$ cat src/rtl/execute_cycle.sv
// execute_cycle: EX stage of the 5-stage RV32I pipeline.
// Selects the forwarded operands, runs the ALU, resolves branch/jal
// redirect combinationally and registers results into EX/MEM.
// Optional build macro EXE_BRANCH_CNT_EN adds a registered taken-redirect
// counter on output TakenCntE.

// Operand forward select: 00/11 register file, 01 writeback, 10 EX/MEM.
module exe_fwd_mux #(
  parameter int XLEN = 32
) (
  input  logic [1:0]      sel,
  input  logic [XLEN-1:0] rf,
  input  logic [XLEN-1:0] wb,
  input  logic [XLEN-1:0] mem,
  output logic [XLEN-1:0] y
);
  // Selected operand; 11 falls back to the register-file value.
  always_comb begin
    y = rf;
    case (sel)
      2'b01:   y = wb;
      2'b10:   y = mem;
      default: y = rf;
    endcase
  end
endmodule

// Integer ALU; carry and overflow are discarded, results wrap at XLEN.
module exe_alu #(
  parameter int XLEN = 32
) (
  input  logic [2:0]      op,
  input  logic [XLEN-1:0] a,
  input  logic [XLEN-1:0] b,
  output logic [XLEN-1:0] y,
  output logic            zero
);
  logic lt;

  // Signed less-than for slt.
  assign lt = $signed(a) < $signed(b);

  // Operation decode; unused encodings produce zero.
  always_comb begin
    y = '0;
    case (op)
      3'b000:  y = a + b;
      3'b001:  y = a - b;
      3'b010:  y = a & b;
      3'b011:  y = a | b;
      3'b101:  y = {{(XLEN-1){1'b0}}, lt};
      default: y = '0;
    endcase
  end

  assign zero = (y == '0);
endmodule

module execute_cycle #(
  parameter int XLEN  = 32,
  parameter int RADDR = 5
) (
  input  logic             clk,
  input  logic             rst,
  input  logic             RegWriteE,
  input  logic             ALUSrcE,
  input  logic             MemWriteE,
  input  logic [1:0]       ResultSrcE,
  input  logic [2:0]       ALUControlE,
  input  logic             branchE,
  input  logic             JumpE,
  input  logic [XLEN-1:0]  RD1E,
  input  logic [XLEN-1:0]  RD2E,
  input  logic [XLEN-1:0]  PCE,
  input  logic [XLEN-1:0]  ImmEXTE,
  input  logic [XLEN-1:0]  PCPlus4E,
  input  logic [RADDR-1:0] RdE,
  input  logic [1:0]       ForwardAE,
  input  logic [1:0]       ForwardBE,
  input  logic [XLEN-1:0]  ResultW,
  output logic             PCSrcE,
  output logic [XLEN-1:0]  PCTargetE,
  output logic             RegWriteM,
  output logic             MemWriteM,
  output logic [1:0]       ResultSrcM,
  output logic [RADDR-1:0] RdM,
  output logic [XLEN-1:0]  ALUResultM,
  output logic [XLEN-1:0]  WriteDataM,
  output logic [XLEN-1:0]  PCPlus4M
`ifdef EXE_BRANCH_CNT_EN
  ,
  output logic [31:0]      TakenCntE
`endif
);

  // EX/MEM payload, captured as one unit every cycle.
  typedef struct packed {
    logic             reg_write;
    logic             mem_write;
    logic [1:0]       result_src;
    logic [RADDR-1:0] rd;
    logic [XLEN-1:0]  alu_result;
    logic [XLEN-1:0]  write_data;
    logic [XLEN-1:0]  pc_plus4;
  } exmem_t;

  exmem_t          exmem_d, exmem_q;
  logic [XLEN-1:0] src_a, src_b_fwd, src_b, alu_result;
  logic            zero;

  // Forward from EX/MEM uses the value captured at the previous edge.
  exe_fwd_mux #(.XLEN(XLEN)) u_fwd_a (
    .sel (ForwardAE),
    .rf  (RD1E),
    .wb  (ResultW),
    .mem (exmem_q.alu_result),
    .y   (src_a)
  );

  exe_fwd_mux #(.XLEN(XLEN)) u_fwd_b (
    .sel (ForwardBE),
    .rf  (RD2E),
    .wb  (ResultW),
    .mem (exmem_q.alu_result),
    .y   (src_b_fwd)
  );

  assign src_b = ALUSrcE ? ImmEXTE : src_b_fwd;

  exe_alu #(.XLEN(XLEN)) u_alu (
    .op   (ALUControlE),
    .a    (src_a),
    .b    (src_b),
    .y    (alu_result),
    .zero (zero)
  );

  // Redirect is purely combinational; no reset gating, inputs are zero then.
  assign PCTargetE = PCE + ImmEXTE;
  assign PCSrcE    = (branchE & zero) | JumpE;

  // Next EX/MEM contents; store data is the forwarded rs2, never the immediate.
  always_comb begin
    exmem_d            = '0;
    exmem_d.reg_write  = RegWriteE;
    exmem_d.mem_write  = MemWriteE;
    exmem_d.result_src = ResultSrcE;
    exmem_d.rd         = RdE;
    exmem_d.alu_result = alu_result;
    exmem_d.write_data = src_b_fwd;
    exmem_d.pc_plus4   = PCPlus4E;
  end

  // EX/MEM register; async clear drops any in-flight instruction.
  always_ff @(posedge clk or negedge rst) begin
    if (!rst) exmem_q <= '0;
    else      exmem_q <= exmem_d;
  end

  assign RegWriteM  = exmem_q.reg_write;
  assign MemWriteM  = exmem_q.mem_write;
  assign ResultSrcM = exmem_q.result_src;
  assign RdM        = exmem_q.rd;
  assign ALUResultM = exmem_q.alu_result;
  assign WriteDataM = exmem_q.write_data;
  assign PCPlus4M   = exmem_q.pc_plus4;

`ifdef EXE_BRANCH_CNT_EN
  logic [31:0] taken_cnt;

  // Count cycles that redirect fetch; wraps naturally at 2^32.
  always_ff @(posedge clk or negedge rst) begin
    if (!rst)        taken_cnt <= '0;
    else if (PCSrcE) taken_cnt <= taken_cnt + 32'd1;
  end

  assign TakenCntE = taken_cnt;
`endif

endmodule

$ cat config.mk
export PLATFORM = sky130hd
export DESIGN_NAME = execute_cycle
export DESIGN_NICKNAME = d
export VERILOG_FILES = /design/src/rtl/execute_cycle.sv
export SDC_FILE = /design/constraint.sdc
export NUM_CORES = 1
export LEC_CHECK = 0
export CAP_MARGIN = 30
export CORE_MARGIN = 2
export CORE_UTILIZATION = 49
export CTS_CLUSTER_DIAMETER = 80
export DETAILED_ROUTE_END_ITERATION = 8
export MAX_ROUTING_LAYER = met4
export PLACE_DENSITY = 0.83
export SETUP_SLACK_MARGIN = 0.4
export SLEW_MARGIN = 25
export SYNTH_ARGS = -nofsm -noshare
export SYNTH_HDL_FRONTEND = slang
export SYNTH_HIERARCHICAL = 1
export SYNTH_SLANG_ARGS = --single-unit
export TNS_END_PERCENT = 50
$ cat constraint.sdc
create_clock -name clk -period 8 [get_ports clk]
set_clock_uncertainty 0.1 [all_clocks]
set_input_delay 1.2 -clock clk [delete_from_list [all_inputs] [get_ports clk]]
set_output_delay 1.2 -clock clk [all_outputs]
set_load 0.02 [all_outputs]
==> results of run 1 <==
cell usage after synthesis (5+ instances only):
cell type,count
o21ai_1,66
o31ai_1,9
nor4_1,10
mux2_2,33
buf_1,7
o21a_1,5
a2111oi_0,8
xor2_1,16
a211oi_1,17
nand2b_1,5
a31oi_1,11
a21oi_1,98
a31o_2,5
a22oi_1,67
nor2b_1,17
clkbuf_1,29
buf_6,8
nor2_1,120
dfrtp_1,105
or4_1,5
and3_1,10
o22ai_1,10
and2_1,7
nand3_1,26
xnor2_1,37
ha_1,142
o211ai_1,19
nand4_1,17
o21bai_1,9
a211oi_2,7
nand2_1,137
o2111ai_1,6
buf_2,35
a221oi_1,5
inv_1,103
nor3_1,13
or3_1,5
a21o_1,34
o21ai_0,61
sequential cells by signal (all words and copies together), names as in the netlist:
signal	flops
WriteDataM	32
RegWriteM	1
ResultSrcM	2
MemWriteM	1
ALUResultM	32
PCPlus4M	32
RdM	5
path summary, 6_finish.rpt:
path	end	slack [ns]	cells past startpoint
worst max-delay path	PCSrcE	0.50	23
worst min-delay path	WriteDataM[19]$_DFF_PN0_	0.56	2
worst max register to register	ALUResultM[30]$_DFF_PN0_	3.63	18
worst min register to register	WriteDataM[19]$_DFF_PN0_	0.56	2
max in group asynchronous	WriteDataM[12]$_DFF_PN0_	5.84	2
min in group asynchronous	PCPlus4M[6]$_DFF_PN0_	0.74	1
metrics by stage:
stage | instances | setup slack, ns | TNS, ns | hold WS, ns | utilization [%]
2_1_floorplan | 1419 | 1.49 | 0 | 0.634 | -
3_3_place_gp | 2131 | -0.247 | -0.247 | 0.527 | 70.8
3_5_place_dp | 2131 | -0.320 | -0.320 | 0.541 | 70.8
4_1_cts | 2152 | 0.404 | 0 | 0.560 | 73.0
5_1_grt | 2165 | 0.385 | 0 | 0.623 | 74.8
6_report | 2165 | 0.495 | 0 | 0.561 | 74.8
worst reg2reg max path, delay by kind of cell (launching register included):
family	cells	cell delay, ns
adders and majority gates	1	0.23
buffers and inverters	4	0.52
DFF	1	0.44
AOI/OAI and AO/OA	7	1.48
and+or+nand+nor	4	1.01
xor gates and xnor gates	1	0.17
muxes	1	0.33
power breakdown:
group / leakage, nW / internal [mW] / switching [mW]
registers: 1.29 / 0.588 / 0.0463
clock network: 0.157 / 0.253 / 0.245
logic: 6.10 / 0.818 / 1.00
area by class of cell:
| class | instances | area share [%] |
|---|---|---|
| Multi-Input combinational cell | 1129 | 49.1 |
| Timing Repair Buffer | 520 | 29.0 |
| Sequential cell | 105 | 15.5 |
| Inverter | 104 | 2.30 |
| Tap cell | 285 | 2.10 |
| Clock buffer | 9 | 1.33 |
| Clock inverter | 7 | 0.560 |
| Antenna cell | 6 | 0.0884 |
cells by family after synthesis:
group / after synthesis
AOI/OAI and AO/OA: 499
and+or+nand+nor: 395
buffers and inverters: 185
adders and majority gates: 145
DFF: 105
xor gates and xnor gates: 53
muxes: 37
per-layer routing:
metal  vias to the layer above  wire length [um]  global-route usage [%]
met5                         -                 0                       -
met4                         0              1950                    15.8
met3                       135              5450                    8.70
met2                       850             24000                    65.9
met1                      6389             20200                    51.6
li1                       6054                 -                       -
what timing repair did:
item | CTS | global route
resized for setup | 33 | 72
hold endpoints to repair | 0 | 0
setup buffers | 5 | 5
setup endpoints to repair | 1 | 1
pin swaps | 13 | 21
gates cloned | 0 | 2
==> results.yml, run 1 <==
worst_setup_path:
  cp_num_buf_inv: 7
  cp_slowest_stage_delay_ns: 0.51
  startpoint_type: "input pin"
  cp_cell_sequence: "clkdlybuf4s50_1 -> inv_1 -> ha_4 -> buf_12 -> buf_4 -> a22oi_1 -> o21ai_2 -> inv_1 -> ha_2 -> buf_4 -> and3_4 -> a22o_1 -> a311o_2 -> a211oi_4 -> o31ai_2 -> mux2i_1 -> xnor2_1 -> a211o_1 -> or4_1 -> nor4_2 -> and4bb_1 -> a21o_1 -> buf_4"
  crit_required_ns: 6.70
  crit_top_cell: "buf_4"
  cp_top_family: "compound AO/OA/AOI/OAI gates"
  timing.rr.start: "ALUResultM[9]$_DFF_PN0_"
  crit_arrival_ns: 6.20
  path_class: "input pin to output pin"
  crit_fanout: 9
  critPathLaunch: "ForwardAE[0]"
  cp-end-kind: "output pin"
  crit_path_top_delay_cell: "clkdlybuf4s50_1"
detailed_routing:
  drt_iter0_drc: 1435
  drt-wirelength-per-cell_um: 23.8
  drt_first_pass_iters: 6
  drc_errors: 0
  drt-total-wl_mm: 51.6
  vias: 13400
  antenna_left: 0
  viasPerCell: 6.20
logic_synthesis:
  synth_area_leaders: "dfrtp_1 23%, ha_1 16%, nand2_1 4.5%"
  syn_inst: 1419
  synth_fa_ha_area_share_pct: 16.2
  synth_area_leader_cell: "dfrtp_1"
  ys_seq_area_share_pct: 23.1
  synth_mux_area_share_pct: 3.73
  syn_avg_cell_area_sq_um: 8.01
  synth_top_family_by_area: "compound AO/OA/AOI/OAI gates"
  ys.warnings.count: 6
  async_flop_share_pct: 100
  synth_seq_cells: 105
  netlist_area_sq_mm: 0.0114
  yosys.area.top_type_share_pct: 23.1
  synth_nets: 1777
  synthDistinctLibCells: 92
  synth_xor_area_share_pct: 4.08
  synth_compound_area_share_pct: 29.7
  synth_edf_count: 0
  synth_flop_cell: "dfrtp_1"
  synthSimpleGateAreaFrac_pct: 16.1
floorplan:
  die_area_sq_mm: 0.0244
  ios: 351
  die_y_um: 156
  start_util_pct: 50.0
  die_w_um: 156
  row_count: 55
  core_sq_mm: 0.0227
clock_tree:
  cts_tree: "built"
  cts.clk_slew.worst_paths_ns: 0.08
  cts_hold_buf: 0
  cts_made_buffers: 9
  clk_latency_ns: 0.37
  htree_levels: 3
  root_buffer: "clkbuf_16"
  cts_num_sinks: 105
  clock_path_buffers: 2
run_status:
  status: "finished, final reports clean"
layout:
  multiInputGateArea_sq_mm: 0.00834
  n_fill_cell: 1709
  syn_to_final_growth_pct: 49.4
  drive_gt1_share_pct: 17.1
  fin_area_sq_mm: 0.0170
  final_common_cell: "clkdlybuf4s50_1"
  mostFrequentLayoutCells: "344 x clkdlybuf4s50_1, 159 x buf_4, 137 x nand2_1, 131 x ha_1, 116 x nor2_1"
  seq_area_sq_mm: 0.00263
  final_nets: 2227
timing:
  finalCritPeriodShare_pct: 93.8
  setup_viol: 0
  fin_crit_ns: 7.50
  max_freq_mhz: 133
  hold_viol_final: 0
  slew-limit-headroom_pct: 42.8
  drv_slew: 0
  worst_pin_slew_ns: 0.858
  rsz0062_at_grt: "false"
placed_design:
  port_buffers: 350
  dp_hpwl_mm: 41.3
  place_area_sq_mm: 0.0161
  gp_congestion: 1.09
global_routing:
  grt-ovfl-total: 0
  grtUsageTotal_pct: 41.4
  antenna_found_initial: 6
  grt_pass1_vias: 12900
  grt_pass1_wl_mm: 75.0
  grt_max_degree: 78
job:
  max_cap_violations: 0
power_and_ir_drop:
  irDropWorstVdd_mv: 0.118
  power_density_mw_per_mm2: 174
  totalPowerFinal_mw: 2.95
  power_leakage_nw: 7.55
hold_path:
  hold_start: "ALUResultM[19]$_DFF_PN0_"
  hp-class: "flop to flop"
(Power assumes the default switching activity.)
==> run 2: changes to the inputs <==
clock period = 7.28 ns   (was 8 ns; I/O delays follow)
==> run 2 against run 1 <==
Net effect:
- core utilization increased by 8.9 points
- highest routed layer unchanged
- combinational power increased by 32%
- largest cell class unchanged
- sequential share of layout area decreased by 1.7 points
- first-iteration DRC count is 62% higher
==> results.yml, run 2 (synthesis gave the netlist of run 1 again) <==
detailed_routing:
  drt-total-wl_mm: 64.6
  vias: 15600
  antenna_left: 0
  viasPerCell: 6.58
  drt-wirelength-per-cell_um: 27.2
  drt_first_pass_iters: 9
  drc_errors: 0
  drt_iter0_drc: 2330
layout:
  fin_util_pct: 83.7
  n_fill_cell: 1354
  drive_gt1_share_pct: 28.0
  final_common_cell: "buf_4"
  final_nets: 2433
  syn_to_final_growth_pct: 67.2
  mostFrequentLayoutCells: "344 x buf_4, 342 x clkdlybuf4s50_1, 137 x nand2_1, 122 x ha_1, 117 x nor2_1"
timing:
  max_freq_mhz: 141
  worst_pin_slew_ns: 1.23
  slew-limit-headroom_pct: 17.1
  hold_ws_ns: 0.601
  fin_ws_ns: 0.180
  hold_viol_final: 0
  finalCritPeriodShare_pct: 97.5
  fin_crit_ns: 7.10
  rsz0062_at_grt: "true"
  tns_ns: 0
  setup_viol: 0
  drv_slew: 0
floorplan:
  ios: 351
  core_sq_mm: 0.0227
  row_count: 55
  die_w_um: 156
  die_y_um: 156
  die_area_sq_mm: 0.0244
  start_util_pct: 50.0
worst_setup_path:
  cp-end-kind: "flop"
  cp_slowest_stage_delay_ns: 0.21
  startpoint_type: "input pin"
  crit_top_cell: "buf_4"
  crit_arrival_ns: 7.28
  crit_required_ns: 7.46
  crit_path_top_delay_cell: "ha_4"
  path_class: "input pin to flop"
  crit_fanout: 7
clock_tree:
  cts_tree: "built"
  root_buffer: "clkbuf_16"
  cts_made_buffers: 9
  cts_num_sinks: 105
  htree_levels: 3
  cts.clk_slew.worst_paths_ns: 0.08
  clk_latency_ns: 0.39
  cts_hold_buf: 0
  clock_path_buffers: 2
global_routing:
  antenna_found_initial: 8
  grt-ovfl-total: 0
  grtUsageTotal_pct: 49.0
  grt_max_degree: 58
  grt_pass1_vias: 14700
  grt_pass1_wl_mm: 87.9
power_and_ir_drop:
  comb_power_share_pct: 66.1
  power_leakage_nw: 8.64
  irDropWorstVdd_mv: 0.139
  switching_power_mw: 1.62
  p_clk_share_pct: 14.3
  swShare_pct: 44.8
  totalPowerFinal_mw: 3.62
  seq_power_share_pct: 19.6
  power_density_mw_per_mm2: 191
  internal_power_mw: 2.00
placed_design:
  dp_hpwl_mm: 44.5
  port_buffers: 350
  dpl_worst_slack_ns: -0.995
  gp_congestion: 1.13
hold_path:
  hp-class: "flop to flop"
run_status:
  status: "finished, final reports clean"
job:
  max_cap_violations: 0
run 2: final timing paths:
kind,startpoint,endpoint,slack (ns),cells after the start
worst max-delay path,ForwardBE[0],WriteDataM[1]$_DFF_PN0_,0.18,50
worst min-delay path,ALUResultM[30]$_DFF_PN0_,WriteDataM[30]$_DFF_PN0_,0.60,2
worst max register to register,ALUResultM[1]$_DFF_PN0_,WriteDataM[1]$_DFF_PN0_,0.94,46
worst min register to register,ALUResultM[30]$_DFF_PN0_,WriteDataM[30]$_DFF_PN0_,0.60,2
max in group asynchronous,rst,ALUResultM[20]$_DFF_PN0_,5.16,2
min in group asynchronous,rst,ResultSrcM[0]$_DFF_PN0_,0.62,1
run 2: cell type report:
cell class                 instances  area [sq um]  area share (%)
multi-input combinational       1129          8740            46.0
timing repair buffer             726          6580            34.6
sequential                       105          2630            13.8
inverter                         104           393            2.07
tap                              285           357            1.88
clock buffer                       9           225            1.19
clock inverter                     7          62.6           0.329
antenna                            8          20.0           0.105
run 2: power by group through the flow:
stage                     clock, mW  combinational [mW]  sequential, mW
after global placement            0                1.96           0.706
after floorplan                   0               0.918           0.772
after detailed placement          0                1.99           0.708
after global routing          0.541                2.49           0.711
after CTS                     0.498                2.17           0.698
final                         0.518                2.40           0.709
run 2: layer usage:
layer / GRT usage (%) / part of all wire (%)
met5: - / 0
met3: 13.0 / 14
met1: 57.7 / 34
met4: 29.7 / 9.0
met2: 74.9 / 43
run 2: critical path: cells and delay by family:
kind            cells  cell delay, ns
buf+inv            47            5.67
compound gates      2            0.30
fa+ha+maj           1            0.21
run 2: what timing repair did:
item | CTS | global route
endpoints found under the setup margin | 1 | 2
pin swaps | 37 | 45
resized for setup | 121 | 105
buffers inserted | 58 | 14
gates cloned | 1 | 1
run 2: stage by stage:
stage / std cells / area (sq um)
2_1_floorplan: 1419 / 11400
3_5_place_dp: 2275 / 17100
3_3_place_gp: 2275 / 17100
5_1_grt: 2373 / 19000
6_report: 2373 / 19000
4_1_cts: 2350 / 18400
